`config.mk`:
```
export PLATFORM = sky130hd
export DESIGN_NAME = seq_alu
export DESIGN_NICKNAME = d
export VERILOG_FILES = /design/src/rtl/seq_alu.sv
export SDC_FILE = /design/constraint.sdc
export NUM_CORES = 1
export LEC_CHECK = 0
export ABC_AREA = 1
export CORE_ASPECT_RATIO = 0.75
export CORE_UTILIZATION = 58
export CTS_CLUSTER_DIAMETER = 80
export DETAILED_ROUTE_END_ITERATION = 12
export PLACE_DENSITY = 0.83
export SLEW_MARGIN = 25
export SYNTH_ARGS = -nofsm -noshare
export SYNTH_HDL_FRONTEND = slang
export SYNTH_SLANG_ARGS = --single-unit
```
`constraint.sdc`:
```
create_clock -name clk -period 5.7 [get_ports clk]
set_clock_uncertainty 0.05 [all_clocks]
set_input_delay 1.14 -clock clk [delete_from_list [all_inputs] [get_ports clk]]
set_output_delay 1.14 -clock clk [all_outputs]
set_load 0.01 [all_outputs]
```
`src/rtl/seq_alu.sv`:
```
// Sequential ALU: single-cycle logic/add/sub ops plus multi-cycle shift-add MUL and restoring DIV.
// The MUL/DIV datapath is built only when the macro SEQ_ALU_MULDIV_EN is defined.
module seq_alu #(
  parameter int WIDTH = 8
) (
  input  logic             clk,
  input  logic             rst,
  input  logic             start,
  input  logic [2:0]       op,
  input  logic [WIDTH-1:0] a,
  input  logic [WIDTH-1:0] b,
  output logic [WIDTH-1:0] y,
  output logic [WIDTH-1:0] hi,
  output logic             busy,
  output logic             done,
  output logic             zf,
  output logic             cf,
  output logic             err
);

  typedef enum logic {IDLE, RUN} state_t;

  localparam logic [2:0] OP_ADD = 3'b000;
  localparam logic [2:0] OP_SUB = 3'b001;
  localparam logic [2:0] OP_MUL = 3'b010;
  localparam logic [2:0] OP_DIV = 3'b011;
  localparam logic [2:0] OP_AND = 3'b100;
  localparam logic [2:0] OP_OR  = 3'b101;
  localparam logic [2:0] OP_NOT = 3'b110;
  localparam logic [2:0] OP_XOR = 3'b111;

  state_t           state, next_state;
  logic [WIDTH-1:0] a_r, b_r;
  logic [2:0]       op_r;
  logic             pend;
  logic             accept, multi, run_done;

  logic [WIDTH-1:0] s_y, s_hi;
  logic             s_cf, s_err;
  logic             fin_valid, fin_cf, fin_err;
  logic [WIDTH-1:0] fin_y, fin_hi;

  assign accept = start && (state == IDLE);

`ifdef SEQ_ALU_MULDIV_EN
  localparam int              CW   = $clog2(WIDTH + 1);
  localparam logic [CW-1:0]   LAST = CW'(WIDTH);

  logic [CW-1:0]    count;
  logic [WIDTH-1:0] w_hi, w_lo, n_hi, n_lo;
  logic [WIDTH:0]   sum, trial, diff;

  // DIV by zero never iterates; it completes through the single-cycle path.
  assign multi    = (op == OP_MUL) || ((op == OP_DIV) && (b != '0));
  assign run_done = (state == RUN) && (count == LAST);

  // One iteration: MUL shifts {carry+hi, lo} right; DIV shifts {rem, quot} left and trial-subtracts.
  always_comb begin
    sum   = {1'b0, w_hi} + (w_lo[0] ? {1'b0, a_r} : '0);
    trial = {w_hi, w_lo[WIDTH-1]};
    diff  = trial - {1'b0, b_r};
    if (op_r == OP_MUL) begin
      {n_hi, n_lo} = {sum, w_lo[WIDTH-1:1]};
    end else if (trial >= {1'b0, b_r}) begin
      n_hi = diff[WIDTH-1:0];
      n_lo = {w_lo[WIDTH-2:0], 1'b1};
    end else begin
      n_hi = trial[WIDTH-1:0];
      n_lo = {w_lo[WIDTH-2:0], 1'b0};
    end
  end

  always_ff @(posedge clk or posedge rst) begin
    if (rst) begin
      count <= '0;
      w_hi  <= '0;
      w_lo  <= '0;
      busy  <= 1'b0;
    end else if (accept && multi) begin
      count <= '0;
      w_hi  <= '0;
      w_lo  <= (op == OP_DIV) ? a : b;
    end else if (state == RUN) begin
      if (!run_done) begin
        w_hi  <= n_hi;
        w_lo  <= n_lo;
        count <= count + 1'b1;
        busy  <= 1'b1;
      end else begin
        busy <= 1'b0;
      end
    end
  end
`else
  assign multi    = 1'b0;
  assign run_done = 1'b0;
  assign busy     = 1'b0;
`endif

  always_comb begin
    next_state = state;
    case (state)
      IDLE:    if (accept && multi) next_state = RUN;
      RUN:     if (run_done) next_state = IDLE;
      default: next_state = IDLE;
    endcase
  end

  // Single-cycle results, computed from the operands latched at acceptance.
  always_comb begin
    // NOTE: every output of this block gets a default first, so no path can infer a latch.
    s_y   = '0;
    s_hi  = '0;
    s_cf  = 1'b0;
    s_err = 1'b0;
    case (op_r)
      OP_ADD: {s_cf, s_y} = {1'b0, a_r} + {1'b0, b_r};
      OP_SUB: {s_cf, s_y} = {1'b0, a_r} - {1'b0, b_r};
      OP_MUL: s_err = 1'b1;
      OP_DIV: begin
`ifdef SEQ_ALU_MULDIV_EN
        s_y  = '1;
        s_hi = a_r;
`endif
        s_err = 1'b1;
      end
      OP_AND: s_y = a_r & b_r;
      OP_OR:  s_y = a_r | b_r;
      OP_NOT: s_y = ~a_r;
      OP_XOR: s_y = a_r ^ b_r;
      default: s_y = '0;
    endcase
  end

  always_comb begin
    fin_valid = pend;
    fin_y     = s_y;
    fin_hi    = s_hi;
    fin_cf    = s_cf;
    fin_err   = s_err;
`ifdef SEQ_ALU_MULDIV_EN
    // After WIDTH iterations both MUL and DIV leave the low/quotient word in w_lo.
    if (run_done) begin
      fin_valid = 1'b1;
      fin_y     = w_lo;
      fin_hi    = w_hi;
      fin_cf    = 1'b0;
      fin_err   = 1'b0;
    end
`endif
  end

  // NOTE: state registers use non-blocking assignments so every flop samples pre-edge values.
  always_ff @(posedge clk or posedge rst) begin
    if (rst) begin
      state <= IDLE;
      a_r   <= '0;
      b_r   <= '0;
      op_r  <= '0;
      pend  <= 1'b0;
      y     <= '0;
      hi    <= '0;
      done  <= 1'b0;
      zf    <= 1'b1;
      cf    <= 1'b0;
      err   <= 1'b0;
    end else begin
      state <= next_state;
      pend  <= accept && !multi;
      done  <= fin_valid;
      if (accept) begin
        a_r  <= a;
        b_r  <= b;
        op_r <= op;
      end
      if (fin_valid) begin
        y   <= fin_y;
        hi  <= fin_hi;
        zf  <= (fin_y == '0);
        cf  <= fin_cf;
        err <= fin_err;
      end
    end
  end

endmodule
```
==> results.sh <==
export IMPL_ctsLongestPathBuffers=2
export IMPL_timing_final_crit_share=0.444
export IMPL_ys_types=28
export IMPL_detail_route_vias_per_cell=5.39
export IMPL_initial_core_util=0.611
export IMPL_cts_post_setup_buffers_inserted=0
export IMPL_first_pass_iters=5
export IMPL_core_area_mm2=0.00410
export IMPL_antenna_found_initial=0
export IMPL_worst_reg2reg_endpoint="zf"
export IMPL_area_sequential_um2=802
export IMPL_final_hold_worst_slack_ns=0.426
export IMPL_synth_seq_area_share=0.320
export IMPL_worst_ir_drop_vdd_mv=0.190
export IMPL_grtUsageMet3=0.0713
export IMPL_met2_usage=0.415
export IMPL_yosys_warnings=0
export IMPL_critical_path_max_stage_delay_ns=0.53
export IMPL_finish_cell_count_without_fillers=444
export IMPL_worstRegToRegCells=13
export IMPL_row_count=20
export IMPL_final_antenna_net_count=0
export IMPL_syn_cell_area_mm2=0.00251
export IMPL_min_from="zf"
export IMPL_groute_layer_met1_usage=0.460
export IMPL_clk_insertion_delay_late_ns=0.30
export IMPL_ctsHoldBuffers=0
export IMPL_ys_seq_elements=32
export IMPL_relSlewSlack=0.641
export IMPL_ctsRootBufferMaster="sky130_fd_sc_hd__clkbuf_8"
export IMPL_p_leak_nw=1.54
export IMPL_num_io_pins=43
export IMPL_grt_pass1_wl_mm=10.1
export IMPL_crit_slowest_cell="sky130_fd_sc_hd__dfstp_2"
export IMPL_number_of_clock_sinks=32
export IMPL_vias=2391
export IMPL_hold_path_cell_count=2
export IMPL_worst_pin_slew_ns=0.538
export IMPL_cp_start_kind="register"
export IMPL_tritoncts="yes"
export IMPL_most_frequent_standard_cell_in_the_layout_excluding_fill_and_tap_cells="sky130_fd_sc_hd__nand2_1"
export IMPL_rsz0062_at_grt="false"
export IMPL_crit_path_max_fanout=2
export IMPL_number_of_global_route_vias_before_repair=2055
export IMPL_hold_path_class="register to register"
export IMPL_place_detailed_instances=436
export IMPL_die_outline_area_mm2=0.00459
export IMPL_drt_drc_violations_left=0
export IMPL_run_status="finished clean"
export IMPL_finalPower_uw=773
export IMPL_cp_end_kind="primary output"
export IMPL_reported_max_cap_violation_count=0
export IMPL_max_freq_mhz=395
export IMPL_ctsHtreeMaxLevel=2
export IMPL_layout_filler_cells=359
export IMPL_globalRoute_busiestLayer="met1"
export IMPL_dp_final_hpwl_mm=4.66
export IMPL_grt_usage=0.297
export IMPL_path_clk_slew_ns=0.06
export IMPL_finalSetupTns_ns=0
export IMPL_most_frequent_cells_in_the_layout="sky130_fd_sc_hd__nand2_1 (104), sky130_fd_sc_hd__inv_1 (46), sky130_fd_sc_hd__nand3_1 (37)"
export IMPL_synth_area_top_cells="sky130_fd_sc_hd__dfrtp_1 (31%), sky130_fd_sc_hd__nand2_1 (16%), sky130_fd_sc_hd__ha_1 (12%)"
export IMPL_avgRoutedWirePerCell_um=13.5
export IMPL_timing_critical_path_buf_inv=1
export IMPL_min_delay_worst_endpoint="zf"
export IMPL_timing_final_crit_period_ns=2.53
export IMPL_layout_cell_share_with_drive_strength_beyond_1=0.0463
export IMPL_pin_count_of_the_biggest_net_entering_global_routing=40
export IMPL_cp_required_ns=4.51
export IMPL_global_route_overflow_total=0
export IMPL_final_net_count=437
export IMPL_die_x_um=77.9
export IMPL_multi_input_comb_area_mm2=0.00142
export IMPL_reg2reg_from="a_r[0]"
export IMPL_syn_to_final_growth_pct=16.0
export IMPL_die_h_um=59.0
export IMPL_postLayoutCoreUtil=0.709
export IMPL_postRouteWirelength_mm=6.00
export IMPL_finalSetupViolCount=0
export IMPL_cts_resized_gates=0
export IMPL_cts_inserted_buffers=5
export IMPL_yosys_area_top_type="sky130_fd_sc_hd__dfrtp_1"
export IMPL_synthesis_instances=360
export IMPL_timing_critical_path_max_delay_family="flip-flops"
export IMPL_timing_hold_violations_final=0
export IMPL_antenna_cells_inserted=0
export IMPL_setup_reg_to_reg_worst_slack_ns=3.51
export IMPL_powerDensity_mw_per_mm2=266
export IMPL_worst_path_cell_trace="clkdlybuf4s50_1"
export IMPL_io_buffer_count=33
export IMPL_timing_setup_critical_path_class="register to primary output"
export IMPL_maxSlewViolCount=0
export IMPL_detail_route_iter0_violations=217
export IMPL_cp_arrival_ns=1.34
export IMPL_netlist_area_leader_share=0.309
export IMPL_syn_avg_cell_area_um2=6.97
export IMPL_gp_congestion=0.952
[logic make-up after synthesis]
kind of cell / after synthesis / synth area share
compound gates: 46 / 0.100
flops: 32 / 0.320
fa+ha+maj: 27 / 0.141
other cells: 1 / 0.00149
buf+inv: 70 / 0.128
simple gates: 184 / 0.310
[per-layer routing]
layer  vias up  share of wire
li1       1184              -
met1      1090           0.49
met2       107           0.41
met3        10          0.085
met4         0          0.011
met5         -              0
[sequential cells by signal, indices dropped and copies added (netlist names)]
name       cells
op_r           3
y              8
cf             1
b_r            8
err            1
done           1
zf             1
fin_valid      1
a_r            8
[how the worst max path moves through the flow]
stage | from | end | cells past startpoint
finish | zf | zf | 1
global route | zf | zf | 1
CTS | zf | zf | 1
detailed placement | start | b_r[7] | 2
global placement | start | b_r[2] | 2
floorplan | start | b_r[5] | 3
[cells in the mapped netlist]
cell type / count
sky130_fd_sc_hd__conb_1: 1
sky130_fd_sc_hd__buf_6: 2
sky130_fd_sc_hd__nand4_1: 9
sky130_fd_sc_hd__ha_1: 25
sky130_fd_sc_hd__o31ai_1: 1
sky130_fd_sc_hd__dfstp_2: 1
sky130_fd_sc_hd__dfrtp_1: 31
sky130_fd_sc_hd__nand3_1: 37
sky130_fd_sc_hd__clkbuf_1: 6
sky130_fd_sc_hd__o22ai_1: 4
sky130_fd_sc_hd__inv_1: 46
sky130_fd_sc_hd__fa_1: 2
sky130_fd_sc_hd__a21oi_1: 10
sky130_fd_sc_hd__a21oi_2: 1
sky130_fd_sc_hd__nor2_2: 1
sky130_fd_sc_hd__buf_4: 11
sky130_fd_sc_hd__o2bb2ai_1: 1
sky130_fd_sc_hd__inv_2: 3
sky130_fd_sc_hd__o21ai_0: 26
sky130_fd_sc_hd__nor2_1: 30
sky130_fd_sc_hd__a31oi_1: 1
sky130_fd_sc_hd__nand2_2: 1
sky130_fd_sc_hd__buf_2: 2
sky130_fd_sc_hd__a21o_1: 1
sky130_fd_sc_hd__nand3_2: 1
sky130_fd_sc_hd__nand2_1: 104
sky130_fd_sc_hd__nor3_2: 1
sky130_fd_sc_hd__o21bai_1: 1
[per-stage QoR]
step	worst slack (ns)	area, um^2
finish	3.17	2910
global route	3.14	2910
floorplan	3.77	2540
CTS	3.17	2920
detailed placement	2.89	2810
global placement	2.98	2810
[power breakdown]
group / switching (mW) / total (mW) / internal (mW)
Combinational: 0.163 / 0.271 / 0.108
Sequential: 0.0252 / 0.281 / 0.255
Clock: 0.0915 / 0.221 / 0.130
Total: 0.280 / 0.773 / 0.493
[layout make-up]
cell class | instances | area share
Multi-Input combinational cell | 266 | 0.486
Sequential cell | 32 | 0.276
Timing Repair Buffer | 34 | 0.114
Inverter | 49 | 0.0632
Clock buffer | 6 | 0.0249
Tap cell | 55 | 0.0236
Clock inverter | 2 | 0.0120
Power figures use the tool's default switching activity.
